[config.mk]
export PLATFORM = sky130hd
export DESIGN_NAME = alu_result_stage
export DESIGN_NICKNAME = d
export VERILOG_FILES = /design/src/rtl/alu_pkg.sv /design/src/rtl/alu_skid_fifo2.sv /design/src/rtl/alu_result_stage.sv
export SDC_FILE = /design/constraint.sdc
export NUM_CORES = 1
export LEC_CHECK = 0
export CORE_UTILIZATION = 47
export CTS_CLUSTER_SIZE = 14
export DETAILED_ROUTE_END_ITERATION = 8
export PLACE_DENSITY_LB_ADDON = 0.2
export RECOVER_POWER = 25
export SLEW_MARGIN = 30
export SYNTH_ARGS = -nofsm -noshare
export SYNTH_HDL_FRONTEND = slang
export SYNTH_SLANG_ARGS = --single-unit
[constraint.sdc]
create_clock -name clk -period 2.1 [get_ports clk]
set_input_delay 0.21 -clock clk [delete_from_list [all_inputs] [get_ports clk]]
set_output_delay 0.21 -clock clk [all_outputs]
set_load 0.05 [all_outputs]
[src/rtl/alu_pkg.sv]
// Shared ALU definitions: operation codes, NZCV bit positions and the result-stage entry layout.
package alu_pkg;

    localparam int unsigned ALU_WIDTH = 3;
    localparam int unsigned NZCV_W    = 4;
    localparam int unsigned OP_W      = 3;

    localparam int unsigned FLAG_N = 3;
    localparam int unsigned FLAG_Z = 2;
    localparam int unsigned FLAG_C = 1;
    localparam int unsigned FLAG_V = 0;

    typedef enum logic [OP_W-1:0] {
        ALU_ADD = 3'd0,
        ALU_SLL = 3'd1,
        ALU_SRL = 3'd2,
        ALU_XOR = 3'd3,
        ALU_OR  = 3'd4,
        ALU_NOT = 3'd5,
        ALU_AND = 3'd6,
        ALU_SUB = 3'd7
    } alu_op_t;

    // Entry layout at the default ALU width; the stage rebuilds it for its own WIDTH.
    typedef struct packed {
        logic [ALU_WIDTH-1:0] result;
        logic [NZCV_W-1:0]    flags;
    } alu_entry_t;

    // Only the adder/subtractor produce meaningful carry and overflow.
    function automatic logic op_sets_arith_flags(alu_op_t op);
        return (op == ALU_ADD) || (op == ALU_SUB);
    endfunction

endpackage

[src/rtl/alu_skid_fifo2.sv]
// Two-entry FIFO with valid/ready semantics and synchronous reset; head is read straight from storage.
module alu_skid_fifo2 #(
    parameter int unsigned DW = 7
) (
    input  logic          clk,
    input  logic          rst,
    input  logic          push_i,
    input  logic [DW-1:0] data_i,
    input  logic          pop_i,
    output logic          valid_o,
    output logic          full_o,
    output logic [DW-1:0] data_o
);

    localparam int unsigned CNT_W = 2;

    logic [DW-1:0]    mem_q [2];
    logic [DW-1:0]    mem_d [2];
    logic             rd_ptr_q, rd_ptr_d;
    logic             wr_ptr_q, wr_ptr_d;
    logic [CNT_W-1:0] count_q, count_d;
    logic             do_push, do_pop;

    always_comb begin
        mem_d    = mem_q;
        rd_ptr_d = rd_ptr_q;
        wr_ptr_d = wr_ptr_q;
        count_d  = count_q;
        do_push  = push_i && (count_q != CNT_W'(2));
        do_pop   = pop_i && (count_q != CNT_W'(0));

        if (do_push) begin
            mem_d[wr_ptr_q] = data_i;
            wr_ptr_d        = ~wr_ptr_q;
        end
        if (do_pop) begin
            rd_ptr_d = ~rd_ptr_q;
        end

        // Simultaneous push and pop leaves occupancy unchanged.
        case ({do_push, do_pop})
            2'b10:   count_d = count_q + CNT_W'(1);
            2'b01:   count_d = count_q - CNT_W'(1);
            default: count_d = count_q;
        endcase
    end

    always_ff @(posedge clk) begin
        if (rst) begin
            mem_q[0] <= '0;
            mem_q[1] <= '0;
            rd_ptr_q <= 1'b0;
            wr_ptr_q <= 1'b0;
            count_q  <= '0;
        end else begin
            mem_q    <= mem_d;
            rd_ptr_q <= rd_ptr_d;
            wr_ptr_q <= wr_ptr_d;
            count_q  <= count_d;
        end
    end

    assign valid_o = (count_q != CNT_W'(0));
    assign full_o  = (count_q == CNT_W'(2));
    assign data_o  = mem_q[rd_ptr_q];

endmodule

[src/rtl/alu_result_stage.sv]
// Registered stage after the ALU: buffers result + NZCV snapshot in a 2-entry skid FIFO
// and owns the architectural flag register whose carry feeds back into the ALU.
module alu_result_stage
    import alu_pkg::*;
#(
    parameter int unsigned WIDTH = ALU_WIDTH
) (
    input  logic              clk,
    input  logic              rst,
    input  logic              in_valid,
    output logic              in_ready,
    input  logic [WIDTH-1:0]  in_result,
    input  logic [OP_W-1:0]   in_op,
    input  logic              in_n,
    input  logic              in_z,
    input  logic              in_c,
    input  logic              in_v,
    input  logic              in_flag_en,
    output logic              out_valid,
    input  logic              out_ready,
    output logic [WIDTH-1:0]  out_result,
    output logic [NZCV_W-1:0] out_flags,
    output logic [NZCV_W-1:0] flags_q,
    output logic              carry_fb
);

    localparam int unsigned ENTRY_W = WIDTH + NZCV_W;

    typedef struct packed {
        logic [WIDTH-1:0]  result;
        logic [NZCV_W-1:0] flags;
    } entry_t;

    alu_op_t           op;
    logic              accept;
    logic              fifo_full;
    logic [NZCV_W-1:0] flags_upd;
    logic [NZCV_W-1:0] snapshot;
    logic [NZCV_W-1:0] flags_d;
    entry_t            push_entry;
    entry_t            head_entry;

    assign in_ready = !rst && !fifo_full;
    assign accept   = in_valid && in_ready;
    assign op       = alu_op_t'(in_op);

    // Logic ops derive N/Z from the result locally; C and V carry over from the register.
    always_comb begin
        flags_upd = flags_q;
        snapshot  = flags_q;
        flags_d   = flags_q;

        if (op_sets_arith_flags(op)) begin
            flags_upd = {in_n, in_z, in_c, in_v};
        end else begin
            flags_upd[FLAG_N] = in_result[WIDTH-1];
            flags_upd[FLAG_Z] = (in_result == WIDTH'(0));
        end

        if (in_flag_en) begin
            snapshot = flags_upd;
        end
        if (accept && in_flag_en) begin
            flags_d = flags_upd;
        end
    end

    always_ff @(posedge clk) begin
        if (rst) begin
            flags_q <= '0;
        end else begin
            flags_q <= flags_d;
        end
    end

    assign carry_fb = flags_q[FLAG_C];

    assign push_entry.result = in_result;
    assign push_entry.flags  = snapshot;

    alu_skid_fifo2 #(
        .DW (ENTRY_W)
    ) u_fifo (
        .clk     (clk),
        .rst     (rst),
        .push_i  (accept),
        .data_i  (push_entry),
        .pop_i   (out_ready),
        .valid_o (out_valid),
        .full_o  (fifo_full),
        .data_o  (head_entry)
    );

    assign out_result = head_entry.result;
    assign out_flags  = head_entry.flags;

endmodule

==> impl_metrics.ini, run 1 <==
[outcome]
status = finished, final reports clean

[global_routing]
grt_max_degree = 17
track_usage = 0.224
overflow = 0
antenna_found_initial = 0
grt_pass1_wl_um = 4290
grt_pass1_vias = 981

[synthesis]
synth_nets = 143
synth_warnings = 0
seq_area_frac_synth = 0.396
netlist_area_um2 = 1110
synth_cells = 127
synth-edff-count = 0
ys_seq_elements = 22
ys.flop_type = dfxtp_1
synth-async-reset-ratio = 0
syn_avg_cell_area_um2 = 8.76
synth_cell_types = 41

[place]
dpl.cell_count = 180
place_ws_ns = 0.144
place_hpwl_um = 1900
gp_congestion = 0.814
port_buffers = 28

[floorplan]
initial_utilization = 0.503
fp.coreArea_um2 = 2210
die_w_um = 50.7
rows = 17
die_area_um2 = 2570
die_h_um = 50.7
pin_count = 29

[power_and_ir_drop]
power_density_nw_per_um2 = 950
vdd_drop_max_mv = 0.696
power_leakage_nw = 0.610

[worst_hold_path]
hp-class = flip-flop to flip-flop

[clock_network]
numCtsBuffers = 3
clk_pin_slew_ns = 0.13
clock_path_buffers = 2
clock-root-buffer = clkbuf_4
htreeDepth = 1
postCtsHoldBufs = 0
cts.sinks = 22
clk_latency_ns = 0.30
cts_tree = built

[timing]
fin_skew_ns = 0.00446
worstMarginPinSlew_ns = 0.502
tns_ns = 0
finalHoldViolations = 0
max_freq_mhz = 511
slew_viol_final = 0
setup_violations = 0
post-route-period-util = 0.933
max-slew-margin-rel = 0.664
setup_ws_ns = 0.141
period_needed_ns = 1.96
rsz0062_at_grt = no

[drt]
avgRoutedWirePerCell_um = 13.4
routed_wl_um = 2470
drtAntennaViolNets = 0
initialDrtViolationCount = 13
routed-via-count = 1013
drc_errors = 0
routed_via_density = 5.51
first_pass_iters = 4

[worst_setup_path]
endpoint_kind = primary output
crit_path_start_kind = flip-flop
r2r_setup_slack_ns = 0.25
required_ns = 1.89
path_max_fanout = 11
critPathKind = flip-flop to primary output
crit_arrival_ns = 1.75

[layout]
num-nets-final = 173
final_cells = 184
n_antenna_cell = 0
fillers = 201
drive_above_1_share = 0.160
areaGrowthSynthToFinish_pct = 31.7

[flow_run]
maxCapViolCount = 0
==> worst max-delay path, stage by stage (launching register included) <==
cell and delay, ns:
dfxtp_2 0.47, nand2_1 0.07, o21ai_0 0.08, clkdlybuf4s50_1 0.82
==> state kept, by name, indices dropped and copies added (netlist names) <==
signal           cells
u_fifo.mem_q        14
flags_q              4
u_fifo.count_q       2
u_fifo.rd_ptr_q      1
u_fifo.wr_ptr_q      1
==> cells in the final DEF, fill, tap and decap left out, drive strengths merged, types with 2 or more instances in the layout <==
cell type and count:
nor2 14, xnor2 3, mux2 4, o21ai 13
and3 5, dfxtp 22, a21oi 7, or3 3
clkbuf 3, buf 5, a31o 3, clkdlybuf4s50 21
nor3 2, inv 6, nand3 7, nand2 6
nand4 4, a21o 2, dlygate4sd2 3, mux2i 5
==> metrics by stage <==
| step | area [um^2] | hold slack, ns | power (mW) | util |
|---|---|---|---|---|
| floorplan | 1110 | 0.354 | 0.926 | - |
| global placement | 1420 | 0.454 | 1.08 | 0.642 |
| detailed placement | 1420 | 0.466 | 1.10 | 0.642 |
| CTS | 1470 | 0.485 | 1.41 | 0.665 |
| global route | 1470 | 0.503 | 1.47 | 0.662 |
| finish | 1470 | 0.482 | 1.39 | 0.662 |
==> timing repair <==
item,CTS,global route
endpoints found under the setup margin,5,1
hold endpoints to repair,0,0
cloned,0,0
resized for setup,4,1
buffers inserted,0,0
==> cell families (layout without fill, tap and decap cells) <==
group | after synthesis | after routing | synth area share
xor gates and xnor gates | 4 | 4 | 0.0315
adders and majority gates | 1 | 1 | 0.0112
and+or+nand+nor | 49 | 49 | 0.247
buffers and inverters | 11 | 40 | 0.0450
DFF | 22 | 22 | 0.396
AOI/OAI and AO/OA | 31 | 31 | 0.183
muxes | 9 | 9 | 0.0855
==> final cells by class <==
| class | instances | area [um^2] | share of cell area |
|---|---|---|---|
| clock buffer | 3 | 22.5 | 0.0154 |
| clock inverter | 1 | 30.0 | 0.0205 |
| inverter | 6 | 22.5 | 0.0154 |
| multi-input combinational | 94 | 614 | 0.419 |
| sequential | 22 | 442 | 0.301 |
| tap | 28 | 35.0 | 0.0239 |
| timing repair buffer | 30 | 299 | 0.204 |
==> layer usage <==
layer / wire length, um / vias to the layer above / global-route usage
li1: - / 517 / -
met1: 1140 / 465 / 0.262
met2: 1200 / 27 / 0.402
met3: 95 / 4 / 0.0424
met4: 31 / 0 / 0.0833
met5: 0 / - / 0
==> report_power, final <==
part	total [mW]	leakage, nW	internal (mW)	switching, mW
logic	0.532	0.402	0.222	0.310
clock network	0.321	0.0279	0.193	0.129
registers	0.538	0.180	0.474	0.0643
==> synthesized netlist by cell type, types with 2 or more instances <==
cell type  instances  area, um^2
buf_4              2        15.0
inv_1              4        15.0
inv_2              2        7.51
nor2_1            14        52.6
o21ai_0            8        40.0
a21oi_1            7        35.0
or3_1              3        18.8
mux2_2             4        45.0
nand4_1            4        25.0
and3_4             2        22.5
mux2i_1            5        50.1
nand3_1            7        35.0
and3_1             3        18.8
xnor2_1            3        26.3
a21o_1             2        15.0
dfxtp_1           22         440
nand2_1            6        22.5
a31o_2             3        26.3
o21ai_1            4        20.0
==> path summary, 6_finish.rpt <==
check,from,to,depth (start not counted)
worst max register to register,u_fifo.count_q[0],u_fifo.count_q[1],6
worst min-delay path,u_fifo.mem_q[3],u_fifo.mem_q[3],2
worst max-delay path,u_fifo.rd_ptr_q,out_flags[1],3
worst min register to register,u_fifo.mem_q[3],u_fifo.mem_q[3],2
(Power assumes the default switching activity.)
==> run 2: changes to the inputs <==
--- a/config.mk
+++ b/config.mk
@@ -8,7 +8,7 @@
 export CORE_UTILIZATION = 47
 export CTS_CLUSTER_SIZE = 14
 export DETAILED_ROUTE_END_ITERATION = 8
-export PLACE_DENSITY_LB_ADDON = 0.2
+export PLACE_DENSITY = 0.74
 export RECOVER_POWER = 25
 export SLEW_MARGIN = 30
 export SYNTH_ARGS = -nofsm -noshare
==> impl_metrics.ini, run 2 (synthesis gave the netlist of run 1 again) <==
[layout]
n_antenna_cell = 0
drive_above_1_share = 0.160
areaGrowthSynthToFinish_pct = 32.7
top_regs = u_fifo.mem_q (14), flags_q (4), u_fifo.count_q (2)
num-nets-final = 173
regMostFlops = u_fifo.mem_q
final_cell_mix = dfxtp_1 (21), clkdlybuf4s50_1 (21), nor2_1 (14)
largest_reg_flops = 14
fillers = 205
fin_util = 0.667

[global_routing]
track_usage = 0.226
grt_pass1_wl_um = 4350
grt_pass1_vias = 1012
antenna_found_initial = 0
overflow = 0
grt_max_degree = 17

[drt]
routed-via-count = 1014
routed_wl_um = 2640
first_pass_iters = 4
routed_via_density = 5.51
drtAntennaViolNets = 0
drc_errors = 0
initialDrtViolationCount = 20
avgRoutedWirePerCell_um = 14.3

[worst_setup_path]
crit_buf_inv = 1
required_ns = 1.89
crit_arrival_ns = 1.80
crit_chain = nand2_1 -> o21ai_0 -> clkdlybuf4s50_1
cpPeakStageDelay_ns = 0.82
slowest_stage = clkdlybuf4s50_1
crit_path_start_kind = flip-flop
cp_top_family = buffers and inverters
path_max_fanout = 11
endpoint_kind = primary output
critPathKind = flip-flop to primary output

[floorplan]
die_area_um2 = 2570
fp.coreArea_um2 = 2210
initial_utilization = 0.503
rows = 17
pin_count = 29
die_w_um = 50.7
die_h_um = 50.7

[power_and_ir_drop]
p_seq_frac = 0.385
vdd_drop_max_mv = 0.711
net-switching-power_mw = 0.513
clkPwrFrac = 0.232
power_leakage_nw = 0.648
combPwrFrac = 0.383
power_density_nw_per_um2 = 954
switching_share = 0.365
p_int_mw = 0.895

[timing]
rsz0062_at_grt = no
tns_ns = 0
finalHoldViolations = 0
slew_viol_final = 0
max_freq_mhz = 497
fin_skew_ns = 0.00227
max-slew-margin-rel = 0.662
setup_violations = 0
period_needed_ns = 2.01
worstMarginPinSlew_ns = 0.505
post-route-period-util = 0.958

[clock_network]
htreeDepth = 1
clock_path_buffers = 2
cts_tree = built
clock-root-buffer = clkbuf_4
cts.sinks = 22
clk_latency_ns = 0.31
clk_pin_slew_ns = 0.13
numCtsBuffers = 3

[outcome]
status = finished, final reports clean

[place]
gp_congestion = 0.799
port_buffers = 28
place_hpwl_um = 2020

[worst_hold_path]
hp-class = flip-flop to flip-flop

[flow_run]
maxCapViolCount = 0
[run 2: power by group through the flow]
stage          combinational, mW  clock, mW  sequential, mW
2_1_floorplan              0.397          0           0.529
3_3_place_gp               0.539          0           0.546
3_5_place_dp               0.547          0           0.554
4_1_cts                    0.554      0.329           0.546
5_1_grt                    0.579      0.342           0.552
6_report                   0.540      0.326           0.542
[run 2: final timing paths]
kind                     startpoint           endpoint  slack, ns  cells past startpoint
hold / removal      u_fifo.mem_q[3]    u_fifo.mem_q[3]       0.48                      2
hold reg to reg     u_fifo.mem_q[3]    u_fifo.mem_q[3]       0.48                      2
setup reg to reg  u_fifo.count_q[0]  u_fifo.count_q[1]       0.25                      6
setup / recovery    u_fifo.rd_ptr_q       out_flags[1]       0.09                      3
[run 2: tightest hold or removal path: cells and delay by family (launching register included)]
| kind | cells | cell delay [ns] |
|---|---|---|
| and+or+nand+nor | 1 | 0.06 |
| DFF | 1 | 0.34 |
| AOI/OAI and AO/OA | 1 | 0.05 |
[run 2: final cells by class]
type,count,area (um^2),area share
Sequential cell,22,442,0.299
Tap cell,28,35.0,0.0237
Multi-Input combinational cell,94,614,0.416
Clock inverter,1,30.0,0.0203
Inverter,6,22.5,0.0153
Timing Repair Buffer,30,310,0.210
Clock buffer,3,22.5,0.0153
[run 2: metal layers]
layer	vias to the layer above	track usage	part of all wire
li1	517	-	-
met1	464	0.261	0.45
met2	29	0.424	0.50
met3	4	0.0273	0.046
met4	0	0.0694	0.0095
met5	-	0	0
[run 2: stage by stage]
step	cell area, um^2	total power [mW]	instances	hold slack, ns	setup slack, ns
after detailed placement	1420	1.10	180	0.466	0.158
after global routing	1480	1.47	184	0.500	0.0133
after global placement	1420	1.09	180	0.448	0.224
final	1480	1.41	184	0.479	0.0892
after floorplan	1110	0.926	127	0.354	0.258
after CTS	1470	1.43	184	0.484	0.0218
[run 2: what timing repair did]
item                                    in CTS  in global routing
setup buffers                                0                  0
hold buffers                                 0                  0
endpoints found under the setup margin       5                  4
gates resized for setup                      1                  4
==> RTL change 1, RTL diff (flow settings as in run 1) <==
The package constant `ALU_WIDTH` goes from 3 to 5.
--- a/src/rtl/alu_pkg.sv
+++ b/src/rtl/alu_pkg.sv
@@ -3,3 +3,3 @@
 
-    localparam int unsigned ALU_WIDTH = 3;
+    localparam int unsigned ALU_WIDTH = 5;
     localparam int unsigned NZCV_W    = 4;
Ports: changed (resized in_result and out_result); port bits go from 29 to 33. No check against the original RTL was run, so the function may have changed too.
==> RTL change 1 against run 1 <==
Synthesized area up 17%. Setup slack better by 0.039 ns. Sequential cell count up 4. Sequential power up 14%. Power up 0.99%. Critical endpoint is now out_valid. Routed wire length up 16%. Hold slack about the same. Design area up 14%.
==> RTL change 1: results (changes against run 1) <==
** STA
- Setup violators final :: 0 (unchanged)
- Worst rel slew slack :: 0.6494 (was 0.6640)
- The clock skew after layout is 0.007130 ns (was 0.004461 ns).

** Setup path
- Data arrival, critical path :: 1.71 ns (was 1.75 ns)
- The peak fanout along the critical path came to 5 (was 11).
- The peak per-stage delay on the critical path was 0.79 ns (was 0.82 ns).
- The cell type of the slowest stage on the worst timing path was clkdlybuf4s50_1 (unchanged).

** Route
- The total via count in the routed design came to 1077 (was 1013).
- The routed wire length on met3 came to 69 um (was 95 um).
- Number of iterations in the first detailed-routing pass :: 4 (unchanged)
- Routed length on met2 :: 1.485 mm (was 1.198 mm)
- The total length of routed wires is 2.855 mm (was 2.466 mm).
- Wire length on met1 :: 1.285 mm (was 1.140 mm)
- DRC violation total after the first TritonRoute iteration :: 17 (was 13)
- Final ANT Viol Nets :: 0 (unchanged)
- The detailed-route wire length per cell came to 14.49 um (was 13.40 um).

** GRT
- The wire length of the first global-routing pass is 4.595 mm (was 4.291 mm).
- The overall track demand over capacity in global routing was 0.2162 (was 0.2245).
- Number of antenna violations at the first check in global routing :: 0 (unchanged)
- The pin count of the biggest net entering global routing is 19 (was 17).
- The number of global-route vias before repair is 1030 (was 981).

** Run status
- Run status: finished clean (unchanged).

** Power and ir drop
- The switching power total was 0.5408 mW (was 0.5028 mW).
- The worst supply voltage drop on vdd was 0.6940 mV (was 0.6962 mV).
- Leakage dissipation :: 0.6264 nW (was 0.6097 nW)

** Finish
- Share of final-layout standard cells stronger than drive strength 1 :: 0.2216 (was 0.1603)
- Largest registers ranked by flip-flop count :: u_fifo.mem_q: 18 flops, flags_q: 4 flops, u_fifo.count_q: 2 flops (was u_fifo.mem_q: 14 flops, flags_q: 4 flops, u_fifo.count_q: 2 flops)

** Placement
- The total of buffers placed on input and output ports was 32 (was 28).
- The instance count after placement with tap cells included is 194 (was 180).
- The post-placement setup slack was 0.1788 ns (was 0.1436 ns).
- The cell area after placement is 1652 um2 (was 1420 um2).
- Placer's final routability congestion estimate :: 0.7957 (was 0.8143)
- Half-perimeter wire length after detailed placement :: 2.143 mm (was 1.904 mm)

** Yosys
- Synth warn :: 0 (unchanged)
- Average instance area after synthesis :: 9.701 um2 (was 8.758 um2)
- Leading post-synthesis cells by instance count: dfxtp_1 (26), nor2_1 (12), nand2b_1 (11), mux2i_1 (10), mux2_2 (9) (was dfxtp_1 (22), nor2_1 (14), o21ai_0 (8), a21oi_1 (7), nand3_1 (7)).
- The number of library cell types mapped by synthesis came to 39 (was 41).
- Top cells by area, synth: dfxtp_1 (40%), mux2_2 (7.8%), mux2i_1 (7.7%) (was dfxtp_1 (40%), nor2_1 (4.7%), mux2i_1 (4.5%)).
- Number of nets produced by synthesis :: 152 (was 143)
- The register area share after synthesis was 0.4004 (was 0.3960).

** CTS
- The post-cts gate resize count is 0 (was 4).
- Post-CTS setup buffer count :: 0 (unchanged)
- Post-CTS clock slew at the launch and capture registers of the worst setup and hold paths :: 0.13 ns (about the same)
- The number of buffers on the longest clock path is 2 (unchanged).
## RTL change 1: changes by cell type in the layout (fill, tap and decap cells not counted), sizes merged, moves of 5 or more
cell,change
buf,+10
mux2i,+5
mux2,+5
nand3,-6
nand2b,+11
o21ai,-5
## RTL change 1: final cells by class
class	count	area (um2)
repair buffers	39	352.8
clock buffers	3	22.52
well taps	30	37.54
multi-input cells	95	718.2
flip-flops and latches	26	520.5
inverters	4	15.01
fillers	221	878.3
## RTL change 1: layer usage
layer,vias to the layer above,track usage
met4,0,0.08120
li1,544,-
met5,-,0
met2,19,0.3855
met1,512,0.2604
met3,2,0.02500
## RTL change 1: cells by family after synthesis
family                     after synthesis  synth area share
muxes                                   19            0.1550
adders and majority gates                1          0.009623
buffers and inverters                   13           0.04715
xor gates and xnor gates                 4           0.02695
AOI/OAI and AO/OA                       26            0.1675
DFF                                     26            0.4004
and+or+nand+nor                         45            0.1935
## RTL change 1: through the flow
stage | hold slack, ns | utilization
floorplan | 0.3186 | -
global placement | 0.4553 | 0.6490
detailed placement | 0.4648 | 0.6490
CTS | 0.4838 | 0.6578
global route | 0.4990 | 0.6549
finish | 0.4821 | 0.6549
## RTL change 1: critical path, delay by kind of cell, from the launching register on
family	cells	cell delay, ns
buffers and inverters	1	0.79
DFF	1	0.46
and+or+nand+nor	1	0.15
## RTL change 1: worst paths after layout
check / start / to / slack [ns] / depth (start not counted)
max: u_fifo.count_q[0] / out_valid / 0.18 / 2
min: u_fifo.mem_q[5] / u_fifo.mem_q[5] / 0.48 / 2
max reg2reg: u_fifo.count_q[0] / u_fifo.count_q[1] / 0.31 / 5
min reg2reg: u_fifo.mem_q[5] / u_fifo.mem_q[5] / 0.48 / 2
## RTL change 1: power groups by stage
stage	Clock [mW]	Combinational, mW	Sequential, mW
2_1_floorplan	0	0.416	0.613
3_3_place_gp	0	0.573	0.625
3_5_place_dp	0	0.587	0.629
4_1_cts	0.211	0.590	0.618
5_1_grt	0.232	0.626	0.626
6_report	0.203	0.586	0.616
==> RTL change 2, RTL diff (config.mk and constraints of run 1) <==
Without the edit above. Reset style: asynchronous (`rst`), changed in 2 clocked blocks. Comments in the files are not updated.
--- a/src/rtl/alu_skid_fifo2.sv
+++ b/src/rtl/alu_skid_fifo2.sv
@@ -47,3 +47,3 @@
 
-    always_ff @(posedge clk) begin
+    always_ff @(posedge clk or posedge rst) begin
         if (rst) begin
--- a/src/rtl/alu_result_stage.sv
+++ b/src/rtl/alu_result_stage.sv
@@ -67,3 +67,3 @@
 
-    always_ff @(posedge clk) begin
+    always_ff @(posedge clk or posedge rst) begin
         if (rst) begin
Behaviour: differs if rst is asserted again (counterexample within 4 cycles, from zero or initial values and one cycle with rst high); with rst held inactive, the same outputs for 10 cycles.
==> RTL change 2 against run 1 <==
Critical endpoint is now out_valid. Setup slack got worse by 0.0055 ns. Design area is 0.43% lower. Sequential cell count unchanged. Synthesized area shrank 1.0%. Critical path depth decreased by 1. Clock skew about the same. Routed wire length decreased by 13%. Via count fell by 22%. Largest cell class is now registers.
Power is not compared: it rests on default switching activity, and its combinational part moved more than twofold at a synthesized area within 25%.
==> RTL change 2: results (changes against run 1) <==
** Yosys
- Leading post-synthesis cells by instance count: dfrtp_1 (22), mux2_2 (12), mux2i_1 (8), nand2_1 (7), o21ai_0 (6) (was dfxtp_1 (22), nor2_1 (14), o21ai_0 (8), a21oi_1 (7), nand3_1 (7)).
- Synth warn :: 0 (unchanged)
- Sequential element share of the synthesized area :: 0.5000 (was 0.3960)
- Distinct cells, synth :: 27 (was 41)
- Top cells by area, synth :: dfrtp_1 (50%), mux2_2 (12%), mux2i_1 (7.3%) (was dfxtp_1 (40%), nor2_1 (4.7%), mux2i_1 (4.5%))
- The synthesized net count was 106 (was 143).
- The dominant synthesized flop cell was dfrtp_1 (was dfxtp_1).
- Cell count after synthesis :: 90 (was 127)
- Share of synthesized registers carrying an async set or reset :: 1.000 (was 0)

** GRT
- Maximum number of pins on one net before global-route repair :: 18 (was 17)
- Combined global-route utilization of all metal layers :: 0.1943 (was 0.2245)

** Finish
- Filler cell count in the final layout :: 200 (was 201)
- The fraction of final layout cells with drive strength greater than 1 is 0.2149 (was 0.1603).
- Number of nets in the layout :: 138 (was 173)

** Min path
- The class of the worst hold path is in -> async (was reg -> reg).

** Route
- Number of iterations in the first detailed-routing pass :: 2 (was 4)
- The total length of routed wires came to 2.134 mm (was 2.466 mm).
- Average wire length per cell after detail routing :: 14.32 um (was 13.40 um)
- Routed length on met2 :: 1.061 mm (was 1.198 mm)
- DRC violation total after the first TritonRoute iteration :: 8 (was 13)
- The routed length on met1 is 985 um (was 1.140 mm).
- The routed wire length on met3 was 70 um (was 95 um).

** Placement
- Pre-CTS setup slack :: 0.1904 ns (was 0.1436 ns)
- The placed wire-length estimate came to 1.662 mm (was 1.904 mm).
- Placer's final routability congestion estimate :: 0.8127 (was 0.8143)
- Cell total after placement :: 145 (was 180)
- The cell area after placement was 1410 um2 (was 1420 um2).

** Run status
- Run status :: finished clean (unchanged)

** Setup path
- CP Max Fanout :: 4 (was 11)
- The endpoint of the worst register-to-register path was u_fifo.count_q[1] (unchanged).
- The startpoint of the lowest-slack register-to-register path is u_fifo.count_q[0] (unchanged).
- Worst R2R Setup Slack :: 0.49 ns (was 0.25 ns)

** STA
- Minimum clock period :: 1.964 ns (was 1.959 ns)
- The clock skew after layout came to 0.004836 ns (was 0.004461 ns).
[RTL change 2: where the power goes]
group          internal, mW  switching [mW]  leakage [nW]
Sequential            0.630           0.157         0.268
Clock                 0.106           0.124        0.0210
Combinational         0.561           0.821         0.401
Total                  1.30            1.10         0.690
[RTL change 2: area by class of cell]
class	instances	area [um2]	share of cell area
clock buffers	4	36.28	0.02487
inverters	1	5.005	0.003431
well taps	28	35.03	0.02401
multi-input cells	64	524.3	0.3593
flip-flops and latches	22	551.8	0.3782
repair buffers	30	306.5	0.2101
[RTL change 2: worst max-delay path, cell delays in order, from the launching register on]
cell             delay (ns)
dfrtp_1                0.44
or2_2                  0.31
clkdlybuf4s50_1        0.70
[RTL change 2: worst min path at each step]
stage | depth (start not counted) | slack [ns] | end | start
6_report | 2 | 0.33 | u_fifo.wr_ptr_q | rst
5_1_grt | 2 | 0.35 | u_fifo.wr_ptr_q | rst
4_1_cts | 2 | 0.17 | flags_q[2] | rst
3_5_place_dp | 2 | 0.48 | u_fifo.mem_q[1] | u_fifo.mem_q[1]
3_3_place_gp | 2 | 0.46 | u_fifo.mem_q[1] | u_fifo.mem_q[1]
2_1_floorplan | 1 | 0.1 | flags_q[0] | rst
[RTL change 2: cell families (layout without fill, tap and decap cells)]
kind of cell | Yosys count | count (layout) | synth area share
flip-flops | 22 | 22 | 0.5000
XOR/XNOR | 5 | 5 | 0.03978
AND/OR/NAND/NOR | 23 | 23 | 0.1318
AO/OA/AOI/OAI | 12 | 12 | 0.06704
multiplexers | 23 | 23 | 0.2261
adder cells (fa/ha/maj) | 1 | 1 | 0.01136
buffers and inverters | 4 | 35 | 0.02386
[RTL change 2: repair_timing]
action                                  in CTS  in global routing
hold endpoints to repair                     0                  0
resized for setup                            1                  7
hold buffers                                 0                  0
endpoints found under the setup margin       7                  7
[RTL change 2: routing by layer]
layer	vias up	GRT usage
li1	384	-
met3	2	0.01818
met2	13	0.3200
met5	-	0
met4	0	0.06944
met1	395	0.2661
